===== src/rtl/sp_ram_arbiter_pkg.sv =====
// Shared types and defaults for the two-port RAM arbiter.
// Requester IDs double as the round-robin pointer encoding.
package sp_ram_arbiter_pkg;

  localparam int ADDR_WIDTH = 6;
  localparam int DATA_WIDTH = 8;
  localparam int DEPTH      = 64;

  typedef enum logic {
    REQ_A = 1'b0,
    REQ_B = 1'b1
  } req_t;

endpackage


===== src/rtl/single_port_ram.sv =====
// Single-port synchronous RAM, one-cycle registered read.
// Read returns the word held before a same-edge write.
module single_port_ram #(
  parameter int data_width = 8,
  parameter int addr_width = 6,
  parameter int depth      = 64
) (
  input  logic [data_width-1:0] data,
  input  logic [addr_width-1:0] addr,
  input  logic                  we,
  input  logic                  clk,
  output logic [data_width-1:0] q
);

  logic [data_width-1:0] ram [depth];

  always_ff @(posedge clk) begin
    if (we)
      ram[addr] <= data;
    q <= ram[addr];
  end

endmodule


===== src/rtl/sp_ram_arbiter.sv =====
// Round-robin arbiter sharing one single_port_ram between
// requesters A and B, with a two-stage read response pipeline.
import sp_ram_arbiter_pkg::*;

module sp_ram_arbiter #(
  parameter int addr_width = ADDR_WIDTH,
  parameter int data_width = DATA_WIDTH,
  parameter int depth      = DEPTH
) (
  input  logic                  clk,
  input  logic                  rst,
  input  logic                  a_valid,
  output logic                  a_ready,
  input  logic                  a_we,
  input  logic [addr_width-1:0] a_addr,
  input  logic [data_width-1:0] a_wdata,
  output logic                  a_rvalid,
  output logic [data_width-1:0] a_rdata,
  input  logic                  b_valid,
  output logic                  b_ready,
  input  logic                  b_we,
  input  logic [addr_width-1:0] b_addr,
  input  logic [data_width-1:0] b_wdata,
  output logic                  b_rvalid,
  output logic [data_width-1:0] b_rdata
);

  req_t                  ptr;
  logic                  gnt_a;
  logic                  gnt_b;
  logic                  ram_we;
  logic [addr_width-1:0] ram_addr;
  logic [data_width-1:0] ram_data;
  logic [data_width-1:0] ram_q;
  logic                  s1_vld;
  req_t                  s1_own;

  // A wins unless B is also asking and A went last
  assign gnt_a   = a_valid && (!b_valid || ptr == REQ_B);
  assign gnt_b   = b_valid && !gnt_a;
  assign a_ready = gnt_a;
  assign b_ready = gnt_b;

  always_comb begin
    ram_addr = '0;
    ram_data = '0;
    ram_we   = 1'b0;
    unique case (1'b1)
      gnt_a: begin
        ram_addr = a_addr;
        ram_data = a_wdata;
        ram_we   = a_we && !rst;
      end
      gnt_b: begin
        ram_addr = b_addr;
        ram_data = b_wdata;
        ram_we   = b_we && !rst;
      end
      default: ;
    endcase
  end

  single_port_ram #(
    .data_width(data_width),
    .addr_width(addr_width),
    .depth     (depth)
  ) u_ram (
    .data(ram_data),
    .addr(ram_addr),
    .we  (ram_we),
    .clk (clk),
    .q   (ram_q)
  );

  always_ff @(posedge clk or posedge rst) begin
    if (rst) begin
      ptr      <= REQ_B;
      s1_vld   <= 1'b0;
      s1_own   <= REQ_A;
      a_rvalid <= 1'b0;
      b_rvalid <= 1'b0;
      a_rdata  <= '0;
      b_rdata  <= '0;
    end else begin
      if (gnt_a || gnt_b)
        ptr <= gnt_a ? REQ_A : REQ_B;
      s1_vld   <= (gnt_a && !a_we) || (gnt_b && !b_we);
      s1_own   <= gnt_b ? REQ_B : REQ_A;
      a_rvalid <= s1_vld && s1_own == REQ_A;
      b_rvalid <= s1_vld && s1_own == REQ_B;
      if (s1_vld && s1_own == REQ_A)
        a_rdata <= ram_q;
      if (s1_vld && s1_own == REQ_B)
        b_rdata <= ram_q;
    end
  end

endmodule


===== config.mk =====
export PLATFORM = sky130hd
export DESIGN_NAME = sp_ram_arbiter
export DESIGN_NICKNAME = d
export VERILOG_FILES = /design/src/rtl/sp_ram_arbiter_pkg.sv /design/src/rtl/single_port_ram.sv /design/src/rtl/sp_ram_arbiter.sv
export SDC_FILE = /design/constraint.sdc
export NUM_CORES = 1
export LEC_CHECK = 0
export BUFFER_PORTS_ARGS = -buffer_cell sky130_fd_sc_hd__buf_2
export CORE_ASPECT_RATIO = 1.1
export CORE_MARGIN = 8
export CORE_UTILIZATION = 60
export CTS_CLUSTER_DIAMETER = 40
export DETAILED_ROUTE_END_ITERATION = 7
export MAX_ROUTING_LAYER = met4
export PLACE_DENSITY_LB_ADDON = 0.1
export SYNTH_ARGS = -nofsm -noshare
export SYNTH_HDL_FRONTEND = slang
export SYNTH_SLANG_ARGS = --single-unit
export TNS_END_PERCENT = 5

===== constraint.sdc =====
create_clock -name clk -period 8.1 [get_ports clk]
set_input_delay 0.405 -clock clk [delete_from_list [all_inputs] [get_ports clk]]
set_output_delay 0.405 -clock clk [all_outputs]
set_load 0.05 [all_outputs]

# Word-level counts from Yosys, hierarchy flattened
# Memories as Yosys holds them, arrays and structs flattened. A register that Yosys moved wholly into a read port is not among the register bits.
# Cells that the tools add are included.
[totals] register_bits=21 mem_bits_rw=512 n_memories=1
[op_classes] muxes=7 bitwise=1 n_reduce_logical=16
[mem_list] name="u_ram.ram" depth=64 word_bits=8 read_ports=1 rd_ports_with_merged_regs=1 write_ports=1 line="single_port_ram.sv:15" source="logic [data_width-1:0] ram [depth];"
[op_table] op="$pmux 8 s2" n=1
[op_table] op="$pmux 6 s2" n=1
[op_table] op="$logic_and 1x1->1" n=8
[op_table] op="$logic_not 1->1" n=5
[op_table] op="$mux 1" n=4
[op_table] op="$logic_or 1x1->1" n=3
[op_table] op="$pmux 1 s2" n=1
[op_table] op="$not 1->1" n=1

# Logic depth before layout (Yosys ltp)
[depth] word_depth=8 mapped_depth=13 depth_no_buf=8

# By module
# A second synthesis with hierarchy kept.
[unflattened] hier_cells=1239 hier_area_um2=21400.5
[modules_own_cells] mod="single_port_ram" n_inst=1 cells_per_inst=1171 area_per_inst_um2=20449.6 seq_area_each_um2=15534.9
[modules_own_cells] mod="sp_ram_arbiter" n_inst=1 cells_per_inst=68 area_per_inst_um2=950.9 seq_area_each_um2=526.8

# Least setup slack after synthesis
# No wires, ideal clock.
[synth_path] path_kind="register to register" startpoint="register ptr" endpoint="memory u_ram.ram[0][2], data pin" setup_ns=0.702 arrival_ns=3.978 t_required_ns=7.398 path_slack_ns=3.420 path_stages_with_launch=7 path_buffers=3 period_less_slack_ns=4.680 cell_sequence="dfstp_2 nand2b_4 buf_6 and2_1 buf_2 buf_1 o21ai_0"
[synth_via] elab_chain_cells=5
[synth_lines] element="from (decl)" line="sp_ram_arbiter.sv:28" source="req_t ptr;"
[synth_lines] element="from (signal assigned)" line="sp_ram_arbiter.sv:86" source="ptr <= gnt_a ? REQ_A : REQ_B;"
[synth_lines] element="$logic_or 1x1->1 (*)" line="sp_ram_arbiter.sv:39" source="assign gnt_a = a_valid && (!b_valid || ptr == REQ_B);"
[synth_lines] element="$logic_and 1x1->1 (*)" line="sp_ram_arbiter.sv:39"
[synth_lines] element="via a_ready" line="sp_ram_arbiter.sv:13" source="output logic a_ready,"
[synth_lines] element="$logic_not 1->1" line="sp_ram_arbiter.sv:40" source="assign gnt_b = b_valid && !gnt_a;"
[synth_lines] element="$logic_and 1x1->1" line="sp_ram_arbiter.sv:40"
[synth_lines] element="$pmux 8 s2 (*)" line="sp_ram_arbiter.sv:48" source="unique case (1'b1)"
[synth_lines] element="via ram_data[2]" line="sp_ram_arbiter.sv:33" source="logic [data_width-1:0] ram_data;"
[synth_lines] element="to (decl)" line="single_port_ram.sv:15"
# The timed path passes the listed nets; every way through them passes the cells marked *.

# Final worst setup path
[layout_path] startpoint="register ptr" endpoint="register u_ram.q[0] (read register of u_ram.ram)"
[layout_via] elab_chain_cells=5
[layout_lines] element="$logic_or 1x1->1 (*)" line="sp_ram_arbiter.sv:39"
[layout_lines] element="$logic_and 1x1->1 (*)" line="sp_ram_arbiter.sv:39"
[layout_lines] element="$logic_not 1->1" line="sp_ram_arbiter.sv:40"
[layout_lines] element="$logic_and 1x1->1" line="sp_ram_arbiter.sv:40"
[layout_lines] element="$pmux 6 s2 (*)" line="sp_ram_arbiter.sv:48"
[layout_lines] element="to (decl)" line="single_port_ram.sv:12" source="output logic [data_width-1:0] q"
# Mark *: on every way between the ends. The rest lies on a longest branch, timed or not.
# A chain may end at the register's enable or synchronous reset.

==> results_tabular.tex <==
\begin{tabular}{lr}
\hline
Metric & Value \\
\hline
\multicolumn{2}{l}{\textbf{Outcome}} \\
Status & completed \\
\multicolumn{2}{l}{\textbf{Timing}} \\
Minimum period implied by the final worst setup slack & 4620 ps \\
Pins Over Slew Limit & 0 \\
Slew Limit Headroom & 22.6\% \\
Peak Freq & 216 MHz \\
RSZ-0062 raised after global routing & no \\
Final hold violations & 0 \\
Setup TNS Final & 0 ps \\
Fin crit share & 57.1\% \\
Slew at the pin closest to its max-slew limit & 1160 ps \\
Final number of setup-violating endpoints & 0 \\
Clock skew after layout & 21.3 ps \\
\multicolumn{2}{l}{\textbf{Worst setup path}} \\
Worst reg2reg path startpoint & ptr \\
Critical path origin & ptr \\
Startpoint type of the worst setup path & register \\
Worst endpoint data arrival time & 5130 ps \\
Worst Path Max Fanout & 59 \\
Reg-to-reg slack, setup & 3480 ps \\
Endpoint kind of the worst setup timing path & register \\
Data required, critical path & 8610 ps \\
Critical setup path kind & reg2reg \\
\multicolumn{2}{l}{\textbf{Synthesis}} \\
Number of enable flip-flop cells after synthesis & 512 \\
Syn\_nets & 1458 \\
Share of cell area taken by muxes after synthesis & 5.54\% \\
Sequential cell area fraction in the yosys report & 75.0\% \\
Largest family of logic cells by synthesized area & compound AO/OA/AOI/OAI gates \\
Number of instances in the synthesized netlist & 1424 \\
Post-synthesis compound-gate area fraction & 9.58\% \\
Average cell area after synthesis & 15.0 um\^{}2 \\
Adder-cell share of the synthesized area & 0\% \\
Share of the synthesized netlist area taken by xor and xnor gates & 0\% \\
Synth area leader & edfxtp\_1 \\
Yosys top cell area share & 71.8\% \\
Async S/R FF share, synth & 3.88\% \\
Area contributors post-synth & edfxtp\_1 (72\%), nand2\_1 (3.8\%), mux2\_2 (2.7\%) \\
Distinct cell type count of the synthesized netlist & 53 \\
Flip-flop and latch count after synthesis & 541 \\
Count of warnings emitted by yosys & 0 \\
Post-synth design cell area & 0.0214 mm\^{}2 \\
Synthesized-area fraction occupied by and/or/nand/nor cells & 7.66\% \\
Commonest register cell after synthesis & edfxtp\_1 \\
\multicolumn{2}{l}{\textbf{Place}} \\
HPWL Detailed & 34000 um \\
Count of input and output buffers & 53 \\
Final weighted congestion of routability-driven global placement & 0.895 \\
\multicolumn{2}{l}{\textbf{Clocking}} \\
Buffer type at the clock tree root & clkbuf\_16 \\
Clock net sink count & 541 \\
CTS tree & yes \\
Clock transition time at the flip-flop clock pins of the worst setup and hold paths & 60 ps \\
Total clock buffers created by CTS & 61 \\
Clk\_lat worst skew & 630 ps \\
Total of cells resized after clock tree synthesis & 0 \\
Maximum level of the CTS H-tree & 2 \\
Worst-case clock buffer depth & 3 \\
\multicolumn{2}{l}{\textbf{Drt}} \\
Number of antenna-violating nets in the routed design & 0 \\
Mean routed wirelength per cell & 29.5 um \\
Average vias per placed instance & 6.78 \\
Detailed-routing iteration count for the pre-antenna-repair pass & 7 \\
DRC & 0 \\
Drt first-iter violations & 1672 \\
Via total after detailed routing & 13400 \\
Routed wire length & 58200 um \\
\multicolumn{2}{l}{\textbf{Power and ir drop}} \\
Highest ir drop seen on vdd & 0.252 mV \\
Leakage & 8.12 nW \\
Pwr Total & 6.71 mW \\
Power density cells & 278 mW/mm\^{}2 \\
\multicolumn{2}{l}{\textbf{GRT}} \\
Number of antenna violations at the first check in global routing & 2 \\
Global-route wire length before repair & 85700 um \\
Total track usage & 28.3\% \\
Via count of the first global-routing pass & 12700 \\
Remaining Overflow, GRT & 0 \\
Maximum number of pins on one net before global-route repair & 65 \\
\multicolumn{2}{l}{\textbf{Floorplanning}} \\
Top-Level Pins & 54 \\
Core Footprint & 0.0351 mm\^{}2 \\
Height of the chip & 214 um \\
Initial standard-cell utilization of the core & 60.9\% \\
Number of cell rows & 72 \\
Horizontal die dimension & 196 um \\
Floorplan die area & 0.0420 mm\^{}2 \\
\multicolumn{2}{l}{\textbf{Cells and area}} \\
Commonest non-fill, non-tap cell in the layout & edfxtp\_1 \\
Layout area overhead & 12.8\% \\
Share of final-layout standard cells stronger than drive strength 1 & 17.0\% \\
Top library cells by usage in the layout, fill and taps aside & edfxtp\_1 (512), nand2\_1 (219), nor2\_1 (80), a21oi\_1 (64), clkbuf\_16 (63) \\
Final net count & 1516 \\
\multicolumn{2}{l}{\textbf{Worst hold path}} \\
Hold path startpoint & b\_we \\
Min-delay worst type & in2reg \\
\multicolumn{2}{l}{\textbf{Run}} \\
Max-cap violations & 0 \\
\hline
\end{tabular}
-- registers in the layout, summed over array words and instances (netlist names) --
name,cells
a_rvalid,1
a_rdata,8
ptr,1
u_ram.q,8
s1_own,1
b_rvalid,1
b_rdata,8
s1_vld,1
u_ram.ram,512
-- synthesized netlist by cell type, drive strengths merged (3+ instances only) --
cell type and count:
nor3 6, or3 4, edfxtp 512, and3 14
nand2 219, nand3 50, buf 69, o22ai 37
o2bb2ai 3, a31oi 11, a222oi 7, o21ai 37
a32o 4, a221o 3, nor2 85, o221ai 5
a311oi 8, clkbuf 22, dfxtp 8, a221oi 31
mux2 63, o22a 4, a2111oi 3, a21oi 64
or4 5, a211o 3, a211oi 17, dfrtp 20
a32oi 6, mux2i 43, a22oi 43
-- metal layers --
layer	wire length, um	global-route usage, %	vias up
met5	0	-	-
met4	2280	11.3	0
met3	6860	7.33	162
met2	26600	41.3	919
met1	22400	37.9	6629
li1	-	-	5675
-- path summary, 6_finish.rpt --
path                       cells after the start         end
min                                            3      s1_vld
min reg2reg                                    1  b_rdata[1]
max in group asynchronous                      3  b_rdata[4]
max                                            9  u_ram.q[0]
min in group asynchronous                      3  a_rdata[6]
max reg2reg                                    9  u_ram.q[0]
-- final cells by class --
| cell class | instances | area (um^2) |
|---|---|---|
| diodes | 2 | 5.00 |
| clock buffers | 67 | 1590 |
| fillers | 2415 | 11000 |
| flip-flops and latches | 541 | 16100 |
| well taps | 444 | 556 |
| inverters | 2 | 7.51 |
| repair buffers | 86 | 518 |
| multi-input cells | 790 | 5030 |
| clock inverters | 43 | 374 |
-- kinds of logic (layout without fill, tap and decap cells) --
| group | Yosys count | after routing |
|---|---|---|
| AO/OA/AOI/OAI | 291 | 291 |
| buffers and inverters | 93 | 198 |
| flip-flops | 541 | 541 |
| multiplexers | 108 | 108 |
| other | 0 | 2 |
| AND/OR/NAND/NOR | 391 | 391 |
-- per-stage QoR --
step / worst slack, ps / utilization (%) / cells / hold slack [ps] / instance area (um^2)
after floorplan: 3420 / - / 1424 / 381 / 21400
after global placement: 3320 / 63.0 / 1861 / 483 / 22100
after detailed placement: 3250 / 63.0 / 1861 / 490 / 22200
after CTS: 3550 / 68.7 / 1973 / 71.0 / 24100
after global routing: 3400 / 68.7 / 1975 / 135 / 24100
final: 3480 / 68.7 / 1975 / 93.3 / 24100
-- worst max-delay path, cell delays in order, from the launching register on --
cell and delay [ps]:
dfstp_2 380, a21boi_2 670, a32o_4 820, buf_4 600, nor2_1 320, a221oi_1 410, o21ai_1 140, a211oi_1 620
o221ai_1 220, or3_1 330
-- repair_timing --
item,in CTS,in global routing
setup buffers,0,0
endpoints found under the hold margin,21,0
endpoints found under the setup margin,0,0
hold buffers,2,0
-- power breakdown --
group	switching (mW)	internal, mW
registers	0.0412	3.16
logic	0.623	0.225
clock network	1.14	1.52
Power figures use the tool's default switching activity.
